===== src/rtl/ase_pcie_ss_cpl_splitter.sv =====
// rtl/ase_pcie_ss_cpl_splitter.sv - splits DMA read requests into completion chunks bounded by RCB and max payload
module ase_pcie_ss_cpl_splitter #(
    parameter int MAX_PAYLOAD_BYTES = 256,
    parameter int RCB_BYTES         = 64,
    parameter int MAX_OUTSTANDING   = 256,
    parameter int REQ_FIFO_DEPTH    = 4,
    localparam int TAG_W            = $clog2(MAX_OUTSTANDING)
) (
    input  logic             clk,
    input  logic             rst_n,
    input  logic             req_valid,
    output logic             req_ready,
    input  logic [TAG_W-1:0] req_tag,
    input  logic [63:0]      req_addr,
    input  logic [12:0]      req_len,
    output logic             cpl_valid,
    input  logic             cpl_ready,
    output logic [TAG_W-1:0] cpl_tag,
    output logic [63:0]      cpl_addr,
    output logic [12:0]      cpl_len,
    output logic [12:0]      cpl_byte_count,
    output logic             cpl_last,
    output logic             err_valid,
    output logic [TAG_W-1:0] err_tag,
    output logic [1:0]       err_code,
    output logic [TAG_W:0]   outstanding
);

    localparam int PTR_W   = $clog2(REQ_FIFO_DEPTH);
    localparam int RCB_LOG = $clog2(RCB_BYTES);
    localparam int ENT_W   = TAG_W + 64 + 13;

    typedef enum logic {IDLE, SPLIT} state_t;

    state_t                 state;
    logic                   live;
    logic [ENT_W-1:0]       fifo_mem [REQ_FIFO_DEPTH];
    logic [PTR_W-1:0]       wr_ptr;
    logic [PTR_W-1:0]       rd_ptr;
    logic [PTR_W:0]         fifo_cnt;
    logic                   fifo_full;
    logic                   fifo_empty;
    logic [MAX_OUTSTANDING-1:0] busy;

    logic                   accept;
    logic                   tag_oor;
    logic                   tag_busy;
    logic                   len_bad;
    logic                   pass;
    logic                   free;
    logic                   pop;
    logic [1:0]             err_code_d;

    logic [TAG_W-1:0]       head_tag;
    logic [63:0]            head_addr;
    logic [12:0]            head_len;
    logic [12:0]            head_chunk;
    logic [63:0]            next_addr;
    logic [12:0]            next_rem;
    logic [12:0]            next_chunk;

    // Largest chunk allowed from an address offset within the RCB: an
    // unaligned start is shortened so the following chunk lands on an RCB boundary.
    function automatic logic [12:0] chunk_of(input logic [RCB_LOG-1:0] off, input logic [12:0] rem);
        logic [31:0] limit;
        limit = 32'(MAX_PAYLOAD_BYTES) - 32'(off);
        return ({19'd0, rem} < limit) ? rem : limit[12:0];
    endfunction

    assign fifo_full  = (fifo_cnt == (PTR_W+1)'(REQ_FIFO_DEPTH));
    assign fifo_empty = (fifo_cnt == '0);
    assign req_ready  = live && !fifo_full;
    assign accept     = req_valid && req_ready;

    assign free     = cpl_valid && cpl_ready && cpl_last;
    assign tag_oor  = ({1'b0, req_tag} >= (TAG_W+1)'(MAX_OUTSTANDING));
    // A tag being released this very cycle counts as free for the new request.
    assign tag_busy = busy[req_tag] && !(free && (cpl_tag == req_tag));
    assign len_bad  = (req_len == 13'd0) || (req_len > 13'd4096) || (req_len[1:0] != 2'b00);
    assign pass     = accept && !tag_oor && !tag_busy && !len_bad;
    assign pop      = (state == IDLE) && !fifo_empty;

    assign {head_tag, head_addr, head_len} = fifo_mem[rd_ptr];
    assign head_chunk = chunk_of(head_addr[RCB_LOG-1:0], head_len);
    assign next_addr  = cpl_addr + {51'd0, cpl_len};
    assign next_rem   = cpl_byte_count - cpl_len;
    assign next_chunk = chunk_of(next_addr[RCB_LOG-1:0], next_rem);

    // Rejection reason in priority order: range, collision, length.
    always_comb begin
        err_code_d = 2'd0;
        if (tag_oor)
            err_code_d = 2'd1;
        else if (tag_busy)
            err_code_d = 2'd2;
        else if (len_bad)
            err_code_d = 2'd3;
    end

    // Holds req_ready low through reset and raises it on the first active cycle.
    always_ff @(posedge clk) begin
        if (!rst_n)
            live <= 1'b0;
        else
            live <= 1'b1;
    end

    // Request queue storage; contents are meaningless while the count says empty.
    always_ff @(posedge clk) begin
        if (pass)
            fifo_mem[wr_ptr] <= {req_tag, req_addr, req_len};
    end

    // Request queue pointers and occupancy.
    always_ff @(posedge clk) begin
        if (!rst_n) begin
            wr_ptr   <= '0;
            rd_ptr   <= '0;
            fifo_cnt <= '0;
        end else begin
            if (pass)
                wr_ptr <= wr_ptr + 1'b1;
            if (pop)
                rd_ptr <= rd_ptr + 1'b1;
            if (pass && !pop)
                fifo_cnt <= fifo_cnt + 1'b1;
            else if (!pass && pop)
                fifo_cnt <= fifo_cnt - 1'b1;
        end
    end

    // Tag scoreboard and in-flight count; a release and a reuse of the same tag leave it set.
    always_ff @(posedge clk) begin
        if (!rst_n) begin
            busy        <= '0;
            outstanding <= '0;
        end else begin
            if (free)
                busy[cpl_tag] <= 1'b0;
            if (pass)
                busy[req_tag] <= 1'b1;
            if (pass && !free)
                outstanding <= outstanding + 1'b1;
            else if (free && !pass)
                outstanding <= outstanding - 1'b1;
        end
    end

    // One-cycle report for each consumed request that failed its checks.
    always_ff @(posedge clk) begin
        if (!rst_n) begin
            err_valid <= 1'b0;
            err_tag   <= '0;
            err_code  <= 2'd0;
        end else begin
            err_valid <= accept && !pass;
            if (accept && !pass) begin
                err_tag  <= req_tag;
                err_code <= err_code_d;
            end
        end
    end

    // Splitter: load a request, then walk it chunk by chunk with registered descriptors.
    always_ff @(posedge clk) begin
        if (!rst_n) begin
            state          <= IDLE;
            cpl_valid      <= 1'b0;
            cpl_tag        <= '0;
            cpl_addr       <= '0;
            cpl_len        <= '0;
            cpl_byte_count <= '0;
            cpl_last       <= 1'b0;
        end else begin
            case (state)
                IDLE: begin
                    if (!fifo_empty) begin
                        cpl_tag        <= head_tag;
                        cpl_addr       <= head_addr;
                        cpl_byte_count <= head_len;
                        cpl_len        <= head_chunk;
                        cpl_last       <= (head_chunk == head_len);
                        cpl_valid      <= 1'b1;
                        state          <= SPLIT;
                    end
                end
                SPLIT: begin
                    if (cpl_ready) begin
                        if (cpl_last) begin
                            cpl_valid <= 1'b0;
                            state     <= IDLE;
                        end else begin
                            cpl_addr       <= next_addr;
                            cpl_byte_count <= next_rem;
                            cpl_len        <= next_chunk;
                            cpl_last       <= (next_chunk == next_rem);
                        end
                    end
                end
                default: state <= IDLE;
            endcase
        end
    end

endmodule

===== config.mk =====
export PLATFORM = sky130hd
export DESIGN_NAME = ase_pcie_ss_cpl_splitter
export DESIGN_NICKNAME = d
export VERILOG_FILES = /design/src/rtl/ase_pcie_ss_cpl_splitter.sv
export SDC_FILE = /design/constraint.sdc
export NUM_CORES = 1
export LEC_CHECK = 0
export CAP_MARGIN = 20
export CORE_MARGIN = 5
export CORE_UTILIZATION = 35
export CTS_BUF_LIST = sky130_fd_sc_hd__clkbuf_16
export DETAILED_ROUTE_END_ITERATION = 16
export MAX_ROUTING_LAYER = met4
export PLACE_DENSITY = 0.5
export REMOVE_ABC_BUFFERS = 1
export SYNTH_ARGS = -nofsm -noshare
export SYNTH_HDL_FRONTEND = slang
export SYNTH_SLANG_ARGS = --single-unit

===== constraint.sdc =====
create_clock -name clk -period 6.95 [get_ports clk]
set_input_delay 1.39 -clock clk [delete_from_list [all_inputs] [get_ports clk]]
set_output_delay 1.39 -clock clk [all_outputs]
set_load 0.02 [all_outputs]

# Word-level counts from Yosys, hierarchy flattened

Memory sizes are Yosys's and may differ from the RTL's. A register that Yosys moved wholly into a read port is not among the register bits.
Index checks and enable logic that the tools add are counted.

Output and inout bits: 121
Flip-flop bits (word level): 385
Logic and storage cells: 128
ROM bits: 0
Memory bits (writable): 340
Memories: 1
Bits in latches: 0
Input port bits: 89

Multiply operators: 0
Eq/ne operators: 8
Reductions and logical operators: 35
Mux-type cells: 46
Order comparisons: 7
Div/mod/pow operators: 0
Add/subtract/negate cells: 10
Shift-type cells: 0
Bitwise gates (word level): 5

Memory list:

| memory   | words | bits a word | rd ports | clocked after Yosys merged registers in | write ports | RTL line | source |
|---|---|---|---|---|---|---|---|
| fifo_mem | 4     | 85          | 1        | 1                                       | 1           | 37       | `logic [ENT_W-1:0] fifo_mem [REQ_FIFO_DEPTH];` |

Operators with widths:

| cell                                                              | number |
|---|---|
| two-way mux 256 bit                                               | 3 |
| AND 256 bit                                                       | 1 |
| NOT 256 bit                                                       | 1 |
| bitwise OR 256 bit                                                | 1 |
| two-way mux 64 bit                                                | 3 |
| case mux 64 bit (2 select lines)                                  | 1 |
| two-way mux 13 bit                                                | 8 |
| adder 64 x 13 -> 64 bit                                           | 1 |
| < comparator 13 x 32 -> 1 bit                                     | 2 |
| case mux 13 bit (2 select lines)                                  | 2 |
| equality test 13 bit                                              | 2 |
| subtractor 9 x 6 -> 10 bit, first input constant                  | 2 |
| < comparator 8 x 9 -> 1 bit, second input constant                | 2 |
| two-way mux 9 bit                                                 | 2 |
| demux 1 bit (select 8 bit)                                        | 2 |
| greater-or-equal comparator 8 x 1 -> 1 bit, second input constant | 2 |
| logical AND 1 bit                                                 | 16 |
| two-way mux 1 bit                                                 | 15 |
| greater-than comparator 13 bit, second input constant             | 1 |
| logical NOT 13 bit                                                | 1 |
| subtractor 13 bit                                                 | 1 |
| adder 9 x 1 -> 9 bit, second input constant                       | 1 |
| subtractor 9 x 1 -> 9 bit, second input constant                  | 1 |
| binary-select mux 1 bit (select 8 bit)                            | 1 |
| other kinds (16)                                                  | 39 |

# Longest topological paths before layout

Word-level depth: 12
Depth in mapped cells: 25
Gate-level depth less buffers: 19

# Least setup slack after synthesis

No wires, ideal clock.

Kind: input port to flip-flop
Start point: in req_tag[1]
End point: mem fifo_mem[1][0] (netlist bit), enable pin
Buffers on the path: 5
Library setup time: 453 ps
Slack: 531 ps
Required time: 6497 ps
Data arrival time: 5966 ps
Stages: 12
Path through: clkbuf_1 > buf_1 > mux4_2 > a221oi_1 > o22ai_1 > o41a_1 > o21ai_2 > and3b_1 > buf_4 > buf_6 > buf_4 > and2_1

Cells in the longest elaborated chain, start to end: 9
Elaborated cells between the ends (all ways): 11
Classes of those cells: eq/ne: 1; mux: 4; reduce/logical: 6

RTL lines:

| element                                                                                        | RTL line | source |
|---|---|---|
| from (decl)                                                                                    | 13       | `input logic [TAG_W-1:0] req_tag,` |
| parallel branches: the longest is 3 deep, another holds binary-select mux 1 bit (select 8 bit) | n/a      |  |
| logical AND 1 bit *                                                                            | 78       | `assign tag_busy = busy[req_tag] && !(free && (cpl_tag == req_tag));` |
| logical NOT 1 bit *                                                                            | 80       | `assign pass = accept && !tag_oor && !tag_busy && !len_bad;` |
| logical AND 1 bit * (2 in a row)                                                               | 80       |  |
| via pass                                                                                       | 49       | `logic pass;` |
| two-way mux 1 bit *                                                                            | 110      | `if (pass)` |
| two-way mux 1 bit (implied by the code) *                                                      | 111      | `fifo_mem[wr_ptr] <= {req_tag, req_addr, req_len};` |
| to (decl)                                                                                      | 37       |  |

Mark *: on every way through the listed nets, which the timed path passes. The select of a mux whose other input is x is not followed.

# Worst setup path in the final report

Start point: in req_tag[0]
End point: reg outstanding[8]

Cells in the longest elaborated chain, start to end: 10
Elaborated cells between the ends (all ways): 14
Classes of those cells: eq/ne: 1; mux: 3; reduce/logical: 10

RTL lines:

| element                                                                                        | RTL line | source |
|---|---|---|
| parallel branches: the longest is 3 deep, another holds binary-select mux 1 bit (select 8 bit) | n/a      |  |
| logical AND 1 bit *                                                                            | 78       |  |
| logical NOT 1 bit *                                                                            | 80       |  |
| logical AND 1 bit * (2 in a row)                                                               | 80       |  |
| logical NOT 1 bit                                                                              | 144      | `else if (free && !pass)` |
| logical AND 1 bit                                                                              | 144      |  |
| nonzero test 2 bit (no source line)                                                            | n/a      |  |
| to (signal assigned)                                                                           | 143      | `outstanding <= outstanding + 1'b1;` |
| to (signal assigned)                                                                           | 145      | `outstanding <= outstanding - 1'b1;` |
| to (decl)                                                                                      | 26       | `output logic [TAG_W:0] outstanding` |

Mark *: on every way between the ends. The select of a mux whose other input is x is not followed.
A chain may end at the register's enable or synchronous reset.

==> results.py <==
metrics = {
    "status": {
        "outcome": "completed",
    },
    "synthesis": {
        "syn_area_sq_um": 32500,
        "ys_warn_count": 0,
        "seq_area_frac_synth_pct": 55.2,
        "async_flop_share_pct": 0,
        "ys_ff_latch": 727,
        "synthCells": 2808,
        "synth_flop_cell": "dfxtp_1",
        "synth_edf_count": 340,
        "syn_avg_cell_area_sq_um": 11.6,
        "ys_types": 74,
    },
    "clocking": {
        "cts_tree": "yes",
        "clkTransAtPathRegs_ns": 0.06,
        "cts_buffers": 84,
        "clock-sinks": 727,
        "ctsLongestPathBuffers": 3,
        "ctsHtreeMaxLevel": 3,
        "ctsResizeCount": 0,
        "postCtsHoldBufs": 0,
        "insertion_delay_ns": 0.66,
        "cts_root_buf": "clkbuf_16",
        "cts_setup_buffers": 0,
    },
    "sta": {
        "min_period_ns": 6.12,
        "finalSetupViolCount": 0,
        "fin_skew_ns": 0.0238,
        "slew_viol_final": 0,
        "finalSetupTns_ns": 0,
        "period_share_pct": 88.1,
        "rsz0062_at_grt": "no",
        "layout_setup_ws_ns": 0.829,
        "final-hold-violation-count": 0,
        "fmax_ghz": 0.163,
        "relSlewSlack_pct": 27.1,
        "worst_pin_slew_ns": 1.09,
        "hold_slack_ns": 0.475,
    },
    "floorplanning": {
        "die_y_microns": 315,
        "die-area_sq_um": 99100,
        "io_pins": 210,
        "rows": 111,
        "initial_core_util_pct": 35.4,
        "die_w_microns": 315,
        "coreArea_sq_um": 91900,
    },
    "layout": {
        "n_fill_cell": 8684,
        "drive_above_1_share_pct": 11.4,
        "nNetsFinal": 3091,
        "final-seq-area_sq_um": 18000,
        "design_area_sq_um": 38700,
        "post-route-util_pct": 42.1,
        "multiInputGateArea_sq_um": 13500,
        "area_delta_synth_final_pct": 19.0,
    },
    "setup_path": {
        "required_ns": 7.52,
        "worstSetupPathType": "in -> reg",
        "end_kind": "flop",
        "cp_max_fo": 20,
        "worst_ep_arrival_time_ns": 6.69,
        "start_kind": "primary input",
    },
    "power_and_ir_drop": {
        "pwr-share-clk_pct": 32.2,
        "comb_power_share_pct": 31.6,
        "seqPwrFrac_pct": 36.1,
        "leakagePower_nw": 12.7,
        "p_sw_share_pct": 35.0,
        "ir_drop_uv": 304,
        "power_density_nw_per_um2": 365,
        "internal_power_mw": 9.18,
        "p_sw_mw": 4.94,
    },
    "job": {
        "cap_violations": 0,
    },
    "routing": {
        "drt-total-wl_mm": 107,
        "postRouteAntennaNets": 0,
        "wl_per_cell_microns": 25.0,
        "drt_iter0_drc": 2141,
        "num_vias": 24700,
        "avgViaCountPerCell": 5.79,
        "drt_pass1_iterations": 7,
        "drc": 0,
    },
    "place": {
        "placed_area_sq_um": 35800,
        "place_congestion": 0.905,
        "pre_cts_ws_ns": 0.237,
        "io_buffer_count": 209,
        "dp_hpwl_mm": 69.6,
    },
    "global_route": {
        "track_usage_pct": 21.6,
        "grt_pass1_vias": 25000,
        "grt_max_degree": 178,
        "grt_pass1_wl_mm": 159,
        "antenna_found_initial": 12,
        "grt.overflow.total": 0,
    },
    "worst_hold_path": {
        "min_path_type": "reg -> reg",
    },
}
-- registers in the layout, indices dropped and copies added, names as in the netlist, 3 cells and up, named ones only --
| signal | count |
|---|---|
| fifo_mem | 340 |
| busy | 256 |
| cpl_addr | 64 |
| cpl_byte_count | 13 |
| cpl_len | 13 |
| outstanding | 9 |
| cpl_tag | 8 |
| err_tag | 8 |
| fifo_cnt | 3 |
-- stage by stage --
step / total power, mW / instances
2_1_floorplan: 7.95 / 2595
3_3_place_gp: 9.58 / 4096
3_5_place_dp: 9.65 / 4096
4_1_cts: 14.2 / 4253
5_1_grt: 14.8 / 4267
6_report: 14.1 / 4267
-- cells in the final DEF, fill, tap and decap left out, types with 24 or more instances in the layout --
cell	count
a211oi_1	24
buf_4	47
dfxtp_1	384
nor2_1	120
xor2_1	25
clkdlybuf4s50_1	206
inv_1	65
o211ai_1	259
xnor2_1	34
o21ai_1	79
ha_1	56
nand3_1	88
a21oi_1	97
mux4_2	125
nand2_1	197
o21ai_0	256
edfxtp_1	340
nor3_1	35
clkbuf_16	85
mux2i_1	75
-- power by group through the flow --
stage	Combinational [mW]	Clock (mW)	Sequential (mW)
after floorplan	2.53	0	5.42
after global placement	4.40	0	5.19
after detailed placement	4.46	0	5.19
after CTS	4.48	4.65	5.10
after global routing	4.87	4.82	5.14
final	4.46	4.55	5.10
-- per-layer routing --
metal,vias up,track usage [%],routed length [microns]
li1,11200,-,-
met2,922,33.6,50100
met5,-,-,0
met4,0,8.02,3500
met1,12400,28.3,46200
met3,217,3.98,6730
-- layout make-up --
cell class,instances,share of cell area [%]
multi-input combinational,1812,35.0
clock buffer,85,5.50
sequential,727,46.5
tap,1243,4.02
inverter,56,0.547
clock inverter,72,1.86
timing repair buffer,261,6.59
antenna,11,0.0712
-- cell usage after synthesis (9+ instances only) --
master | instances | area, sq um
dfxtp_1 | 387 | 7750
edfxtp_1 | 340 | 10200
o211ai_1 | 259 | 1940
o21ai_0 | 257 | 1290
nand2_1 | 198 | 743
clkbuf_1 | 162 | 608
mux4_2 | 125 | 2820
nor2_1 | 123 | 462
a21oi_1 | 98 | 490
nand3_1 | 88 | 440
o21ai_1 | 78 | 390
mux2i_1 | 75 | 751
ha_1 | 56 | 701
inv_1 | 55 | 206
nor3_1 | 35 | 175
xnor2_1 | 34 | 298
xor2_1 | 25 | 219
a211oi_1 | 24 | 180
buf_2 | 23 | 115
buf_1 | 22 | 82.6
nor4_1 | 22 | 138
a311oi_1 | 21 | 184
and3_1 | 21 | 131
nor2b_1 | 20 | 125
a22oi_1 | 19 | 143
nand4_1 | 18 | 113
and2_1 | 17 | 106
a31oi_1 | 15 | 93.8
nand2b_1 | 14 | 87.6
a221oi_1 | 11 | 96.3
a21o_1 | 10 | 75.1
o21a_1 | 9 | 67.6
o22ai_1 | 9 | 56.3
or3_1 | 9 | 56.3
-- final timing paths --
check,cells after the start,slack (ns),end,from
worst min-delay path,2,0.47,err_tag[5]$_SDFFE_PN0P_,err_tag[5]$_SDFFE_PN0P_
worst min register to register,2,0.47,err_tag[5]$_SDFFE_PN0P_,err_tag[5]$_SDFFE_PN0P_
worst max-delay path,21,0.83,outstanding[8]$_SDFFE_PN0P_,req_tag[0]
worst max register to register,19,1.96,outstanding[8]$_SDFFE_PN0P_,busy[199]$_SDFF_PN0_
-- kinds of logic after synthesis --
kind of cell    count (synthesis)  synth area share [%]
compound gates                888                  17.5
xor+xnor                       60                  1.66
fa+ha+maj                      60                  2.40
buf+inv                       269                  3.28
flops                         727                  55.2
mux                           206                  11.2
simple gates                  598                  8.73
-- critical path: stages --
cell and delay (ns):
buf_4 0.37, buf_4 0.28, mux4_2 0.51, a22o_1 0.24, a221oi_1 0.51, a31oi_1 0.16
o41a_1 0.45, o21ai_2 0.22, and3b_1 0.23, ha_1 0.20, inv_1 0.16, fa_1 0.43
a21o_1 0.17, a21oi_1 0.22, o21bai_1 0.09, a21oi_1 0.22, o21bai_1 0.09, a21oi_1 0.19
xnor2_1 0.09, or3_1 0.30, a21oi_1 0.13
Power figures use the tool's default switching activity.
==> edit, RTL diff (same flow settings) <==
Register the output `err_tag` once more; this adds one clock of latency there. The other outputs are not delayed to match.
--- a/src/rtl/ase_pcie_ss_cpl_splitter.sv
+++ b/src/rtl/ase_pcie_ss_cpl_splitter.sv
@@ -32,6 +32,8 @@
 
     typedef enum logic {IDLE, SPLIT} state_t;
 
+    logic [TAG_W-1:0] err_tag_s0;
+
     state_t                 state;
     logic                   live;
     logic [ENT_W-1:0]       fifo_mem [REQ_FIFO_DEPTH];
@@ -150,12 +152,12 @@
     always_ff @(posedge clk) begin
         if (!rst_n) begin
             err_valid <= 1'b0;
-            err_tag   <= '0;
+            err_tag_s0 <= '0;
             err_code  <= 2'd0;
         end else begin
             err_valid <= accept && !pass;
             if (accept && !pass) begin
-                err_tag  <= req_tag;
+                err_tag_s0 <= req_tag;
                 err_code <= err_code_d;
             end
         end
@@ -202,4 +204,8 @@
         end
     end
 
+    always_ff @(posedge clk) begin
+        err_tag <= err_tag_s0;
+    end
+
 endmodule
Check against the original RTL: not settled (the Yosys comparison gave no result); the edit may change what the design does.
==> edit against the unedited design <==
Total power shrank 0.42%; sequential share of layout area is 1.3 points lower; first-iteration DRC count grew 32%; routed wire length rose by 6.5%; critical path depth unchanged; maximum frequency up 3.2%; area after synthesis grew 3.8%; combinational power decreased by 2%; worst setup slack gained 0.19 ns; final area rose by 3.9%; largest cell class unchanged; sequential cell count up 8; critical path type unchanged.
==> edit: results (changes against the unedited design) <==
metric;value;unit;change
diode count;11;;unchanged
initial antenna violation count;11;;-1
pin count of the biggest net entering global routing;92;;-48%
number of global-route vias before repair;26100;;+4.6%
XOR/XNOR share of the synthesized area;1.65;%;-0.0094 points
Compound-Gate Fraction of Synth Area;11.4;%;-6.1 points
slowest stage cell, crit path;clkdlybuf4s50_1;;
comb_multi_in;2042;;+13%
placed cell count;4403;;+7.5%
Non-clk bufs;298;;+14%
WL/cell;24.8;um;-0.55%
nets;3368;;+9.0%
layout cells sized above 1;13.3;%;+2.0 points
number of port buffers;209;;unchanged
Clk network pwr share;32.0;%;-0.2 points
DP Area;37300;sq um;+4.2%
post-synthesis mux area share;11.1;%;-0.094 points
clk_lat worst skew;0.65;ns;
Non-clk invs;58;;+3.6%
clock buffer count in the final layout;88;;+3.5%
Reg power frac;36.9;%;+0.8 points
clock skew;0.0241;ns;+0.000344 ns
Leak;13.9;nW;+9.3%
worst vdd ir;0.166;mV;-46%
Clock Power;4.50;mW;-1%
slowest stage delay, CP;0.57;ns;+0.06 ns
Data buffer area share;7.28;%;+0.68 points
via/cell ratio;5.78;;-0.23%
Area contributors post-synth;edfxtp_1 30%, dfxtp_1 23%, mux4_2 9.1%, nand2_1 5.8%, nand3_1 4.5%;;
# Post-CTS Setup Buffers;0;;unchanged
most frequent cells after synthesis;518 x nand2_1, 395 x dfxtp_1, 340 x edfxtp_1;;
FF+latch count;735;;+1.1%
GRT Util Overall;22.0;%;+0.47 points
Num CTS Buffers;84;;unchanged
multi-input logic portion of the cell area;36.1;%;+1.1 points
# fillers;9110;;+4.9%
DR pass1 iterations;6;;-1
worst-margin pin slew;1.18;ns;+0.0850 ns
Final HPWL DP;73800;um;+5.9%
DP Worst Slack;0.402;ns;+0.165 ns
worst hold path class;flop to flop;;
first-pass GRT wire length;170000;um;+6.7%
clk cell area share;6.93;%;-0.43 points
number of synthesized flops with an enable pin;340;;unchanged
outcome;completed;;
worst path arrival time;6.48;ns;-0.21 ns
wirelength, routed;113000;um;+6.5%
internal power;9.22;mW;+0.45%
Mapped Cells;3062;;+9.0%
Synth Area in Adders;2.31;%;-0.089 points
Placer Congestion;0.892;;-1.4%
sequential element share of the synthesized area;53.7;%;-1.6 points
sequential share of cell area;45.1;%;-1.3 points
largest family of logic cells by synthesized area;simple AND/OR/NAND/NOR gates;;
DRT iter0 DRCs;2829;;+32%
Finished Cell Area;40200;sq um;+3.9%
Synth cell types;82;;+11%
Crit Path Max Fanout;35;;+75%
==> edit: worst register-to-register path, cell delays in order (launching register included) <==
cell and delay (ns):
dfxtp_1 0.39, ha_1 0.27, inv_1 0.08, fa_1 0.40, nor2b_1 0.12, o21ai_0 0.10, a21boi_0 0.43, nor2_1 0.22
or4_1 0.69, inv_1 0.13, ha_1 0.25, a211oi_1 0.20, a21oi_1 0.10, or3_1 0.34, or4_4 0.56, mux2_4 0.35
o31ai_2 0.19
==> edit: final timing paths <==
kind	slack [ns]	cells past startpoint	endpoint	start
max	1.02	21	outstanding[8]	req_tag[3]
min	0.35	0	err_tag[6]	err_tag_s0[6]
max reg2reg	2.04	16	cpl_len[5]	cpl_len[0]
min reg2reg	0.35	0	err_tag[6]	err_tag_s0[6]
==> edit: layer usage <==
metal / part of all wire (%) / track usage [%] / vias to the layer above
met5: 0 / - / -
met3: 8.1 / 4.16 / 185
met4: 2.2 / 5.39 / 0
li1: - / - / 11800
met2: 47 / 35.2 / 1135
met1: 42 / 29.3 / 13300
